$ cat config.mk
export PLATFORM = sky130hd
export DESIGN_NAME = unified_mem_arbiter
export DESIGN_NICKNAME = d
export VERILOG_FILES = /design/src/rtl/unified_mem_arbiter.sv
export SDC_FILE = /design/constraint.sdc
export NUM_CORES = 1
export LEC_CHECK = 0
export CORE_MARGIN = 4
export CORE_UTILIZATION = 38
export CTS_CLUSTER_DIAMETER = 200
export CTS_CLUSTER_SIZE = 12
export DETAILED_ROUTE_END_ITERATION = 8
export PLACE_DENSITY = 0.88
export SKIP_CTS_REPAIR_TIMING = 1
export SLEW_MARGIN = 20
export SYNTH_ARGS = -nofsm -noshare
export SYNTH_HDL_FRONTEND = slang
export SYNTH_SLANG_ARGS = --single-unit
$ cat constraint.sdc
create_clock -name clk -period 1.9 [get_ports clk]
set_input_delay 0.57 -clock clk [delete_from_list [all_inputs] [get_ports clk]]
set_output_delay 0.57 -clock clk [all_outputs]
set_load 0.02 [all_outputs]
$ cat src/rtl/unified_mem_arbiter.sv
// Arbiter that shares one single-port memory between instruction fetch and data
// access, sequencing both with a small FSM and generating the pipeline freeze.
module unified_mem_arbiter #(
  parameter int ADDR_W = 32,
  parameter int DATA_W = 32,
  parameter int CNT_W  = 16
) (
  input  logic              clk,
  input  logic              rst,
  input  logic              if_req,
  input  logic [ADDR_W-1:0] if_addr,
  input  logic              dm_read,
  input  logic              dm_write,
  input  logic [ADDR_W-1:0] dm_addr,
  input  logic [DATA_W-1:0] dm_wdata,
  output logic [DATA_W-1:0] if_rdata,
  output logic [DATA_W-1:0] dm_rdata,
  output logic              pc_write,
  output logic              if_id_write,
  output logic              pipe_stall,
  output logic              mem_req,
  output logic              mem_we,
  output logic [ADDR_W-1:0] mem_addr,
  output logic [DATA_W-1:0] mem_wdata,
  input  logic              mem_ack,
  input  logic [DATA_W-1:0] mem_rdata,
  output logic [CNT_W-1:0]  stall_cnt
);

  typedef enum logic [1:0] {
    S_IDLE,
    S_DATA,
    S_FETCH
  } state_t;

  localparam logic [CNT_W-1:0] CNT_ONE = {{(CNT_W-1){1'b0}}, 1'b1};
  localparam logic [CNT_W-1:0] CNT_MAX = {CNT_W{1'b1}};

  state_t              r_state;
  state_t              w_state_next;
  logic                r_mem_req;
  logic                w_mem_req_next;
  logic                r_mem_we;
  logic                w_mem_we_next;
  logic [ADDR_W-1:0]   r_mem_addr;
  logic [ADDR_W-1:0]   w_mem_addr_next;
  logic [DATA_W-1:0]   r_mem_wdata;
  logic [DATA_W-1:0]   w_mem_wdata_next;
  logic [DATA_W-1:0]   r_if_rdata;
  logic [DATA_W-1:0]   w_if_rdata_next;
  logic [DATA_W-1:0]   r_dm_rdata;
  logic [DATA_W-1:0]   w_dm_rdata_next;
  logic                r_if_done;
  logic                w_if_done_next;
  logic                r_dm_done;
  logic                w_dm_done_next;
  logic [CNT_W-1:0]    r_stall_cnt;

  logic                w_dm_need;
  logic                w_advance;

  // The pipeline may move only once every access it needs has completed.
  assign w_dm_need = dm_read | dm_write;
  assign w_advance = (~w_dm_need | r_dm_done) & (~if_req | r_if_done);

  assign pipe_stall  = ~w_advance;
  assign pc_write    = w_advance;
  assign if_id_write = w_advance;

  assign mem_req   = r_mem_req;
  assign mem_we    = r_mem_we;
  assign mem_addr  = r_mem_addr;
  assign mem_wdata = r_mem_wdata;
  assign if_rdata  = r_if_rdata;
  assign dm_rdata  = r_dm_rdata;
  assign stall_cnt = r_stall_cnt;

  always_ff @(posedge clk or negedge rst) begin
    if (!rst) begin
      r_state     <= S_IDLE;
      r_mem_req   <= 1'b0;
      r_mem_we    <= 1'b0;
      r_mem_addr  <= '0;
      r_mem_wdata <= '0;
      r_if_rdata  <= '0;
      r_dm_rdata  <= '0;
      r_if_done   <= 1'b0;
      r_dm_done   <= 1'b0;
    end else begin
      r_state     <= w_state_next;
      r_mem_req   <= w_mem_req_next;
      r_mem_we    <= w_mem_we_next;
      r_mem_addr  <= w_mem_addr_next;
      r_mem_wdata <= w_mem_wdata_next;
      r_if_rdata  <= w_if_rdata_next;
      r_dm_rdata  <= w_dm_rdata_next;
      r_if_done   <= w_if_done_next;
      r_dm_done   <= w_dm_done_next;
    end
  end

  always_comb begin
    w_state_next     = r_state;
    w_mem_req_next   = r_mem_req;
    w_mem_we_next    = r_mem_we;
    w_mem_addr_next  = r_mem_addr;
    w_mem_wdata_next = r_mem_wdata;
    w_if_rdata_next  = r_if_rdata;
    w_dm_rdata_next  = r_dm_rdata;
    // Completion flags belong to the current instruction and drop as it advances.
    w_if_done_next   = r_if_done & ~w_advance;
    w_dm_done_next   = r_dm_done & ~w_advance;

    unique case (r_state)
      S_IDLE: begin
        // Data first: the instruction in MEM is older than the one being fetched.
        if (w_dm_need && !r_dm_done) begin
          w_state_next     = S_DATA;
          w_mem_req_next   = 1'b1;
          w_mem_we_next    = dm_write;
          w_mem_addr_next  = dm_addr;
          w_mem_wdata_next = dm_wdata;
        end else if (if_req && !r_if_done && !w_advance) begin
          w_state_next    = S_FETCH;
          w_mem_req_next  = 1'b1;
          w_mem_we_next   = 1'b0;
          w_mem_addr_next = if_addr;
        end else begin
          w_mem_req_next = 1'b0;
          w_mem_we_next  = 1'b0;
        end
      end

      S_DATA: begin
        if (mem_ack) begin
          w_dm_done_next = 1'b1;
          if (!r_mem_we) begin
            w_dm_rdata_next = mem_rdata;
          end
          if (if_req && !r_if_done) begin
            w_state_next    = S_FETCH;
            w_mem_req_next  = 1'b1;
            w_mem_we_next   = 1'b0;
            w_mem_addr_next = if_addr;
          end else begin
            w_state_next   = S_IDLE;
            w_mem_req_next = 1'b0;
            w_mem_we_next  = 1'b0;
          end
        end
      end

      S_FETCH: begin
        if (mem_ack) begin
          w_if_done_next  = 1'b1;
          w_if_rdata_next = mem_rdata;
          w_state_next    = S_IDLE;
          w_mem_req_next  = 1'b0;
          w_mem_we_next   = 1'b0;
        end
      end

      default: begin
        w_state_next   = S_IDLE;
        w_mem_req_next = 1'b0;
        w_mem_we_next  = 1'b0;
      end
    endcase
  end

  always_ff @(posedge clk or negedge rst) begin
    if (!rst) begin
      r_stall_cnt <= '0;
    end else if (pipe_stall && (r_stall_cnt != CNT_MAX)) begin
      r_stall_cnt <= r_stall_cnt + CNT_ONE;
    end
  end

endmodule

* Word level (Yosys, flattened, before mapping)
Index checks and enable logic that the tools add are counted.
** Storage, ports and cells
- Bits of input ports :: 134
- Word-level logic and storage cells :: 68
- Flip-flop bits (word level) :: 150
** Operators by class
- Reduce and logical (&&, ||, !) cells :: 16
- Eq/ne operators :: 8
- Mux-type cells :: 23
- Bitwise operators :: 10
- Add/sub/neg operators :: 1
** Operators with widths (count)
- 32-bit 2-to-1 mux :: 4
- 32-bit case mux with 2 select lines :: 1
- 16-bit by 1-bit adder with 16-bit output, second input constant :: 1
- 16-bit != test, second input constant :: 1
- 1-bit 2-to-1 mux :: 10
- 2-bit 2-to-1 mux :: 5
- 2-bit != test, second input constant :: 3
- 2-bit case mux with 3 select lines :: 1
- 2-bit AND reduction :: 3
- 3-bit AND reduction :: 2
- 1-bit logical AND :: 4
- 1-bit inverter :: 4
- 4-bit AND reduction :: 1
- 1-bit AND :: 3
- 1-bit zero test :: 3
- 3-bit != test, second input constant :: 1
- 1-bit bitwise OR :: 3
- 1-bit case mux with 3 select lines :: 1
- 2-bit by 1-bit equality test with 1-bit output, second input constant :: 1
- 2-bit equality test, second input constant :: 1
- 2-bit zero test :: 1
- 2-bit by 1-bit != test with 1-bit output, second input constant :: 1
- 1-bit case mux with 2 select lines :: 1
- 2-bit nonzero test :: 1
- 2-bit OR reduction :: 1

* Depth between registers and ports, before layout
Gate-level depths: netlist (run 1).
- Word-level depth :: 9
- Mapped depth :: 7
- Depth with buffers taken out :: 6

* Worst setup path after synthesis (run 1)
No wires, ideal clock.
- Path kind :: input to output
- Start :: input port if_req
- End :: output port pc_write
- Data required time :: 1330 ps
- Stages on the path :: 4
- Setup slack :: -67 ps
- Data arrival time :: 1397 ps
- Path buffers :: 2
- Cells stage by stage :: nor2b_1 buf_2 nor2_2 buf_4
** On the way
- Word-level cells in the longest chain between the ends :: 3
** RTL lines
- start, declared :: RTL line 10 : input logic if_req,
- 1-bit inverter :: RTL line 64 : assign w_advance = (~w_dm_need | r_dm_done) & (~if_req | r_if_done);
- 1-bit bitwise OR :: RTL line 64
- 1-bit AND :: RTL line 64
- end, declared :: RTL line 18 : output logic pc_write,
Every way passes these cells.

* Worst setup path after layout (run 1)
- Start :: input port dm_write
- End :: output port if_id_write
** On the way
- Word-level cells in the longest chain between the ends :: 4
** RTL lines
- start, declared :: RTL line 13 : input logic dm_write,
- 1-bit bitwise OR :: RTL line 63 : assign w_dm_need = dm_read | dm_write;
- 1-bit inverter :: RTL line 64
- 1-bit bitwise OR :: RTL line 64
- 1-bit AND :: RTL line 64
- end, declared :: RTL line 19 : output logic if_id_write,
Every way passes these cells.

==> results of run 1 <==
flip-flops by register name (all words and copies together) (netlist names):
register / count
stall_cnt: 16
mem_wdata: 32
if_rdata: 32
r_state: 2
r_dm_done: 1
mem_req: 1
r_if_done: 1
mem_we: 1
mem_addr: 32
dm_rdata: 32
power groups by stage:
stage	registers [W]	clock network [W]	logic, W
CTS	0.00578	0.00353	0.00959
floorplan	0.00753	0	0.00321
global placement	0.00567	0	0.00929
detailed placement	0.00581	0	0.00955
finish	0.00571	0.00344	0.00938
global route	0.00591	0.00369	0.00994
routing by layer:
layer	wire (um)	vias up
met4	318	2
met1	6353	2303
met3	1597	24
li1	-	2121
met5	13	-
met2	9662	208
cells by family after synthesis:
group,count (synthesis),synth area share [%]
XOR/XNOR,14,1.947
AND/OR/NAND/NOR,45,4.251
multiplexers,161,28.78
flip-flops,150,59.59
adder cells (fa/ha/maj),4,0.7946
AO/OA/AOI/OAI,18,2.205
buffers and inverters,28,2.423
cells in the mapped netlist, drive strengths merged:
cell | count | area share, %
o21a | 1 | 0.12
inv | 8 | 0.48
dfrtp | 150 | 60
a22o | 1 | 0.14
nor2 | 7 | 0.50
o21ba | 1 | 0.16
o21ai | 5 | 0.46
nor3 | 5 | 0.48
o31ai | 1 | 0.12
a21oi | 3 | 0.24
nor2b | 1 | 0.099
or4 | 1 | 0.12
mux2 | 161 | 29
o21bai | 1 | 0.18
nand2 | 9 | 0.54
a211oi | 1 | 0.20
nand3b | 2 | 0.24
or3 | 1 | 0.099
and3 | 3 | 0.30
o2111ai | 1 | 0.24
o22ai | 1 | 0.099
nor3b | 3 | 0.36
nand2b | 1 | 0.099
nand4 | 6 | 0.60
clkbuf | 1 | 0.060
xnor2 | 6 | 0.83
nor4 | 3 | 0.60
ha | 4 | 0.79
a221oi | 1 | 0.14
nand3 | 3 | 0.24
buf | 19 | 1.9
xor2 | 8 | 1.1
o211ai | 1 | 0.12
worst max-delay path by stage:
stage	from	end	slack, ns
after floorplan	dm_write	pc_write	0.07
final	dm_write	if_id_write	-0.01
after global placement	dm_write	if_id_write	-0.78
after detailed placement	dm_write	if_id_write	-0.79
after CTS	dm_write	if_id_write	-0.80
after global routing	r_dm_done	pipe_stall	-0.05
stage by stage:
stage	TNS, ns	hold WS, ns	total power (W)	setup slack (ns)
after global placement	-40.47	0.4727	0.01496	-0.7813
after floorplan	0	0.2744	0.01074	0.07449
after global routing	-0.1556	0.05729	0.01954	-0.04580
after CTS	-18.73	0.04948	0.01889	-0.7975
final	-0.01853	0.05503	0.01853	-0.01175
after detailed placement	-45.84	0.4887	0.01536	-0.7946
layout make-up:
type,count,area [sq um]
multi-input combinational,242,2434
clock inverter,13,171.4
clock buffer,19,442.9
sequential,150,3754
tap,216,270.3
timing repair buffer,308,3501
fill,1047,5455
inverter,8,30.03
critical path: cells and delay by family:
family,cells,cell delay [ns]
and+or+nand+nor,1,0.18
buffers and inverters,2,0.37
AOI/OAI and AO/OA,1,0.23
==> summary.md, run 1 <==
| Metric | Value |
|---|---|
| Relative contribution of the clock network to total power | `18.6%` |
| RSZ-0062 raised after global routing | `true` |
| TritonCTS clock tree | `built` |
| Layout-stage area growth over the synthesis result | `68.34%` |
| DR WL/cell | `18.77 um` |
| Post-placement cell area | `about 9500 sq um` |
| Post-Synthesis Cells | `420` |
| Synth Net Count | `558` |
| Maximum cell stage delay along the critical path | `0.23 ns` |
| Startpoint of the worst register-to-register path | `r_dm_done` |
| Netlist Area Pre-Place | `6299 sq um` |
| Final number of max-transition violations | `0` |
| Via-to-Cell Ratio | `4.872` |
| GRT Max-Usage Layer | `met2` |
| Worst-margin pin slew | `0.4150 ns` |
| Detailed router's first-iteration violation count | `152` |
| Count of synthesis-stage warnings from yosys | `0` |
| Share of post-route cells with drive strength above 1 | `~29%` |
| Final weighted congestion of routability-driven global placement | `0.8015` |
| Part of the total power dissipated in sequential elements | `a little under a third` |
| H-Tree Level Count | `4` |
| Logic pwr share | `50.6%` |
| Cts bufs inserted | `17` |
| Overall routed net length | `~18,000 um` |
| First-pass iteration count of the detailed router | `4` |
| Peak clock frequency supported by timing | `523.1 MHz` |
| Area of the die | `18,700 sq um` |
| Chip width | `136.7 um` |
| Cell breakdown of the critical path | `dlymetal6s2s_1 > o21ba_4 > nor2_4 > buf_4` |
| Diodes inserted | `0` |
| Number of cells in the design after placement | `922` |
| Post-synthesis area per instance | `15.00 sq um` |
| Post-detailed-route count of antenna-violating nets | `0` |
| Vert. Die Dim | `136.7 um` |
| Maximum number of pins on one net before global-route repair | `~50` |
| WP data arrival | `1.34 ns` |
| Final hold violation count | `0` |
| Std cell rows | `46` |
| Met1 demand-to-capacity share in global routing | `19.08%` |
| Root Buffer Master | `sky130_fd_sc_hd__clkbuf_16` |
| Share of the clock period used by the worst path | `100.6%` |
| Result of the run | `finished with violations` |
| Core Footprint | `about 16,000 sq um` |
| Aggregate global-route resource usage | `18.09%` |
| Final standard cell utilization of the core | `about 66%` |
| I/O Buffers | `between 200 and 300` |
| Top-level port count | `~280` |
| Reg-to-reg setup timing slack | `0.02 ns` |
| Latest clock arrival within the worst-skew pair | `0.41 ns` |
| Max-slew headroom | `72.34%` |
| Leading cell types in the layout, fill and taps excluded | `sky130_fd_sc_hd__dfrtp_1, sky130_fd_sc_hd__dlymetal6s2s_1, sky130_fd_sc_hd__mux2_2` |
| Most frequent standard cell in the layout excluding fill and tap cells | `sky130_fd_sc_hd__dfrtp_1` |
| Final cell count without fillers | `956` |
| Sw Share | `a little over a third` |
| Type of the setup path with the least slack | `input pin to output port` |
| Post-route DRC violation count | `0` |
| Clock Skew | `between 0.006 and 0.007 ns` |
| Met2 usage | `33.21%` |
| Final-report setup violation count | `2` |
| Initial antenna violation count | `1` |
| Endpoint type of the worst setup path | `output port` |
| Minimum period implied by the final worst setup slack | `1.912 ns` |
| Global-route wire length before repair | `26,390 um` |
| Number of clock sinks | `150` |
| HP Class | `input pin to async pin` |
| Final-stage net count | `865` |
| Final std cell area, no fill | `10,600 sq um` |
| Reg2reg path depth | `6` |
| Sequential element share of the synthesized area | `between 50 and 60%` |
| HPWL reported at the end of detailed placement | `between 10,000 and 15,000 um` |
| Leakage power summed over all cells | `~5.7 nW` |
| Routing usage on met3 | `6.471%` |
| Highest-delay cell along the critical path | `sky130_fd_sc_hd__o21ba_4` |
| Number of global-route vias before repair | `5,183` |
| Top fanout value on the critical path | `5` |
| Clock Pin Slew Worst Setup and Hold Paths | `0.06 ns` |
| Detailed-route via count | `around 4,700` |
| Number of buffers between clock root and the deepest sink | `2` |
| Peak VDD IR | `882.4 uV` |
| Post-synthesis sequential element count | `150` |
| End of the worst register-to-register path | `mem_addr[30]` |
| Nature of the critical path startpoint | `input pin` |
| Worst path required time | `1.33 ns` |
| Number of max-capacitance violations reported | `0` |
| Switching power of the nets | `0.006722 W` |
| Starting density of the core | `39.22%` |
| Power per Cell Area | `1748 nW/um^2` |
| Remaining global-route overflow | `0` |
| Violations in the final reports | `negative setup slack` |
| Internal power | `0.01181 W` |
| Post-synthesis cell type count | `40` |
| Final worst-path setup slack | `-0.01175 ns` |
(Power assumes the default switching activity.)
==> run 2: changes to the inputs <==
- REMOVE_ABC_BUFFERS: default -> 1
==> run 2 against run 1 <==
  * The flow still finishes with violations (negative setup slack)
  * Non-clock buffer count increased by 5
  * Clock power increased by 7.6%
  * First-iteration DRC count increased by 22%
  * Critical path type is now flop to flop
  * Largest cell class unchanged
  * Largest power group unchanged
==> summary.md, run 2 (same netlist as run 1, synthesis figures left out) <==
| Metric | Value |
|---|---|
| RSZ-0062 raised after global routing | `true` |
| Number of max-capacitance violations reported | `0 (unchanged)` |
| End of the worst register-to-register path | `mem_addr[0]` |
| TritonCTS clock tree | `built` |
| Number of fill cells in the layout | `973 (-7.1%)` |
| First-pass iteration count of the detailed router | `4 (unchanged)` |
| Initial antenna violation count | `0 (-1)` |
| Number of clock sinks | `150 (unchanged)` |
| Routing usage on met3 | `9.154% (+2.7 points)` |
| Cell breakdown of the critical path | `buf_6 > o21bai_4 > nor2_4 > clkbuf_16 > mux2_4 > mux2_2` |
| Crit path max-delay family | `multiplexers` |
| Layout-stage area growth over the synthesis result | `73.34%` |
| Chip width | `136.7 um (unchanged)` |
| HP Class | `input pin to async pin` |
| Final hold violation count | `0 (unchanged)` |
| Final number of max-transition violations | `0 (unchanged)` |
| Final-report setup violation count | `16 (+14)` |
| Max-slew headroom | `69.22% (-3.1 points)` |
| Top fanout value on the critical path | `8 (+3)` |
| Final worst-path setup slack | `-0.02588 ns (-0.01412 ns)` |
| Cts bufs inserted | `17 (unchanged)` |
| Overall routed net length | `20,250 um (+13%)` |
| Clock Pin Slew Worst Setup and Hold Paths | `0.06 ns (about the same)` |
| Result of the run | `finished with violations` |
| Peak VDD IR | `1082 uV (+23%)` |
| Leakage power summed over all cells | `6.033 nW (+5.0%)` |
| Reg-to-reg setup timing slack | `-0.03 ns (-0.05 ns)` |
| Placement Setup Slack | `-0.7448 ns (+0.04975 ns)` |
| Vert. Die Dim | `136.7 um (unchanged)` |
| Area of the die | `18,700 sq um (unchanged)` |
| Worst path required time | `2.19 ns (+0.86 ns)` |
| Met2 usage | `33.63% (+0.41 points)` |
| Power per Cell Area | `1795 nW/um^2 (+2.7%)` |
| Starting density of the core | `39.22% (unchanged)` |
| Via-to-Cell Ratio | `4.953 (+1.7%)` |
| GRT Max-Usage Layer | `met2` |
| Worst-margin pin slew | `0.4617 ns (+0.04674 ns)` |
| Final-stage net count | `870 (+0.58%)` |
| Maximum cell stage delay along the critical path | `0.41 ns (+0.18 ns)` |
| Nature of the critical path startpoint | `flop` |
| Std cell rows | `46 (unchanged)` |
| Highest-delay cell along the critical path | `sky130_fd_sc_hd__dfrtp_1` |
| H-Tree Level Count | `4 (unchanged)` |
| Final cell count without fillers | `962 (+0.63%)` |
| Post-route setup TNS | `-0.2827 ns (-0.2642 ns)` |
| Leading cell types in the layout, fill and taps excluded | `sky130_fd_sc_hd__dfrtp_1, sky130_fd_sc_hd__dlymetal6s2s_1, sky130_fd_sc_hd__clkdlybuf4s50_1` |
| CP bufs+invs | `2 (unchanged)` |
| Share of post-route cells with drive strength above 1 | `30.47% (+1.8 points)` |
| DR WL/cell | `21.05 um (+12%)` |
| Violations in the final reports | `negative setup slack` |
| Peak clock frequency supported by timing | `519.2 MHz (-0.73%)` |
| Number of buffers between clock root and the deepest sink | `2 (unchanged)` |
| Post-detailed-route count of antenna-violating nets | `0 (unchanged)` |
| Met1 demand-to-capacity share in global routing | `19.62% (+0.54 points)` |
| Detailed-route via count | `4,765 (+2.3%)` |
| WP data arrival | `2.22 ns (+0.88 ns)` |
| Startpoint of the worst register-to-register path | `r_dm_done` |
| Type of the setup path with the least slack | `flop to flop` |
| Root Buffer Master | `sky130_fd_sc_hd__clkbuf_16` |
| Global-route wire length before repair | `27,390 um (+3.8%)` |
| Endpoint type of the worst setup path | `flop` |
| Final weighted congestion of routability-driven global placement | `0.8050 (+0.44%)` |
| Reg2reg path depth | `6 (unchanged)` |
| Number of global-route vias before repair | `5,196 (+0.25%)` |
| I/O Buffers | `282 (unchanged)` |
| Detailed router's first-iteration violation count | `185 (+22%)` |
| Share of the clock period used by the worst path | `101.4% (+0.74 points)` |
| Aggregate global-route resource usage | `18.99% (+0.90 points)` |
| Post-route DRC violation count | `0 (unchanged)` |
| Maximum number of pins on one net before global-route repair | `43 (-16%)` |
| Clock Skew | `0.006033 ns (-0.0007263 ns)` |
| Most frequent standard cell in the layout excluding fill and tap cells | `sky130_fd_sc_hd__dfrtp_1` |
| Core Footprint | `16,060 sq um (unchanged)` |
| Top-level port count | `283 (unchanged)` |
| Minimum period implied by the final worst setup slack | `1.926 ns (+0.01412 ns)` |
| HPWL reported at the end of detailed placement | `13,640 um (+4.6%)` |
| Remaining global-route overflow | `0 (unchanged)` |
| Latest clock arrival within the worst-skew pair | `0.41 ns (about the same)` |
| Number of cells in the design after placement | `925 (+0.33%)` |
## run 2: cell types whose count changed in the layout (fill, tap and decap cells not counted), sizes merged
cell,before,now
clkinv,3,8
buf,29,33
clkinvlp,4,0
bufinv,3,5
clkbuf,20,19
diode,0,1
inv,11,10
## run 2: final cells by class
cell class	instances	area [sq um]	area share, %
antenna	1	2.502	0.02292
clock buffer	17	425.4	3.896
clock inverter	15	226.5	2.074
inverter	8	30.03	0.2750
multi-input combinational	242	2625	24.04
sequential	150	3754	34.38
tap	216	270.3	2.475
timing repair buffer	313	3585	32.83
## run 2: worst register-to-register path, stage by stage, from the launching register on
cell and delay (ns):
sky130_fd_sc_hd__dfrtp_1 0.41, sky130_fd_sc_hd__buf_6 0.13, sky130_fd_sc_hd__o21bai_4 0.17, sky130_fd_sc_hd__nor2_4 0.28
sky130_fd_sc_hd__clkbuf_16 0.25, sky130_fd_sc_hd__mux2_4 0.31, sky130_fd_sc_hd__mux2_2 0.26
## run 2: worst max-delay path by stage
| stage | to | slack [ns] | from | cells past startpoint |
|---|---|---|---|---|
| after global placement | pc_write | -0.73 | dm_read | 4 |
| after detailed placement | if_id_write | -0.74 | dm_read | 4 |
| after CTS | if_id_write | -0.75 | dm_read | 4 |
| after floorplan | mem_addr[0] | -0.59 | if_req | 4 |
| after global routing | mem_addr[8] | -0.07 | r_dm_done | 6 |
| final | mem_addr[0] | -0.03 | r_dm_done | 6 |
## run 2: report_power, final
part           internal [W]  switching [W]
combinational       0.00539        0.00476
clock               0.00234        0.00136
sequential          0.00480       0.000941
## run 2: metal layers
| layer | vias to the layer above | part of all wire (%) |
|---|---|---|
| met5 | - | 0 |
| met4 | 0 | 2.3 |
| met3 | 29 | 9.9 |
| met2 | 226 | 53 |
| met1 | 2390 | 35 |
| li1 | 2120 | - |
## run 2: through the flow
step                      utilization, %  instance area (sq um)  power (W)  hold WS (ns)
after floorplan                        -                   6176    0.01057        0.2744
after global placement             59.69                   9585    0.01503        0.4751
after detailed placement           59.69                   9585    0.01542        0.4844
after CTS                          63.75                  10240    0.01922       0.08245
after global routing               67.98                  10920    0.02052       0.09092
final                              67.99                  10920    0.01960       0.08241
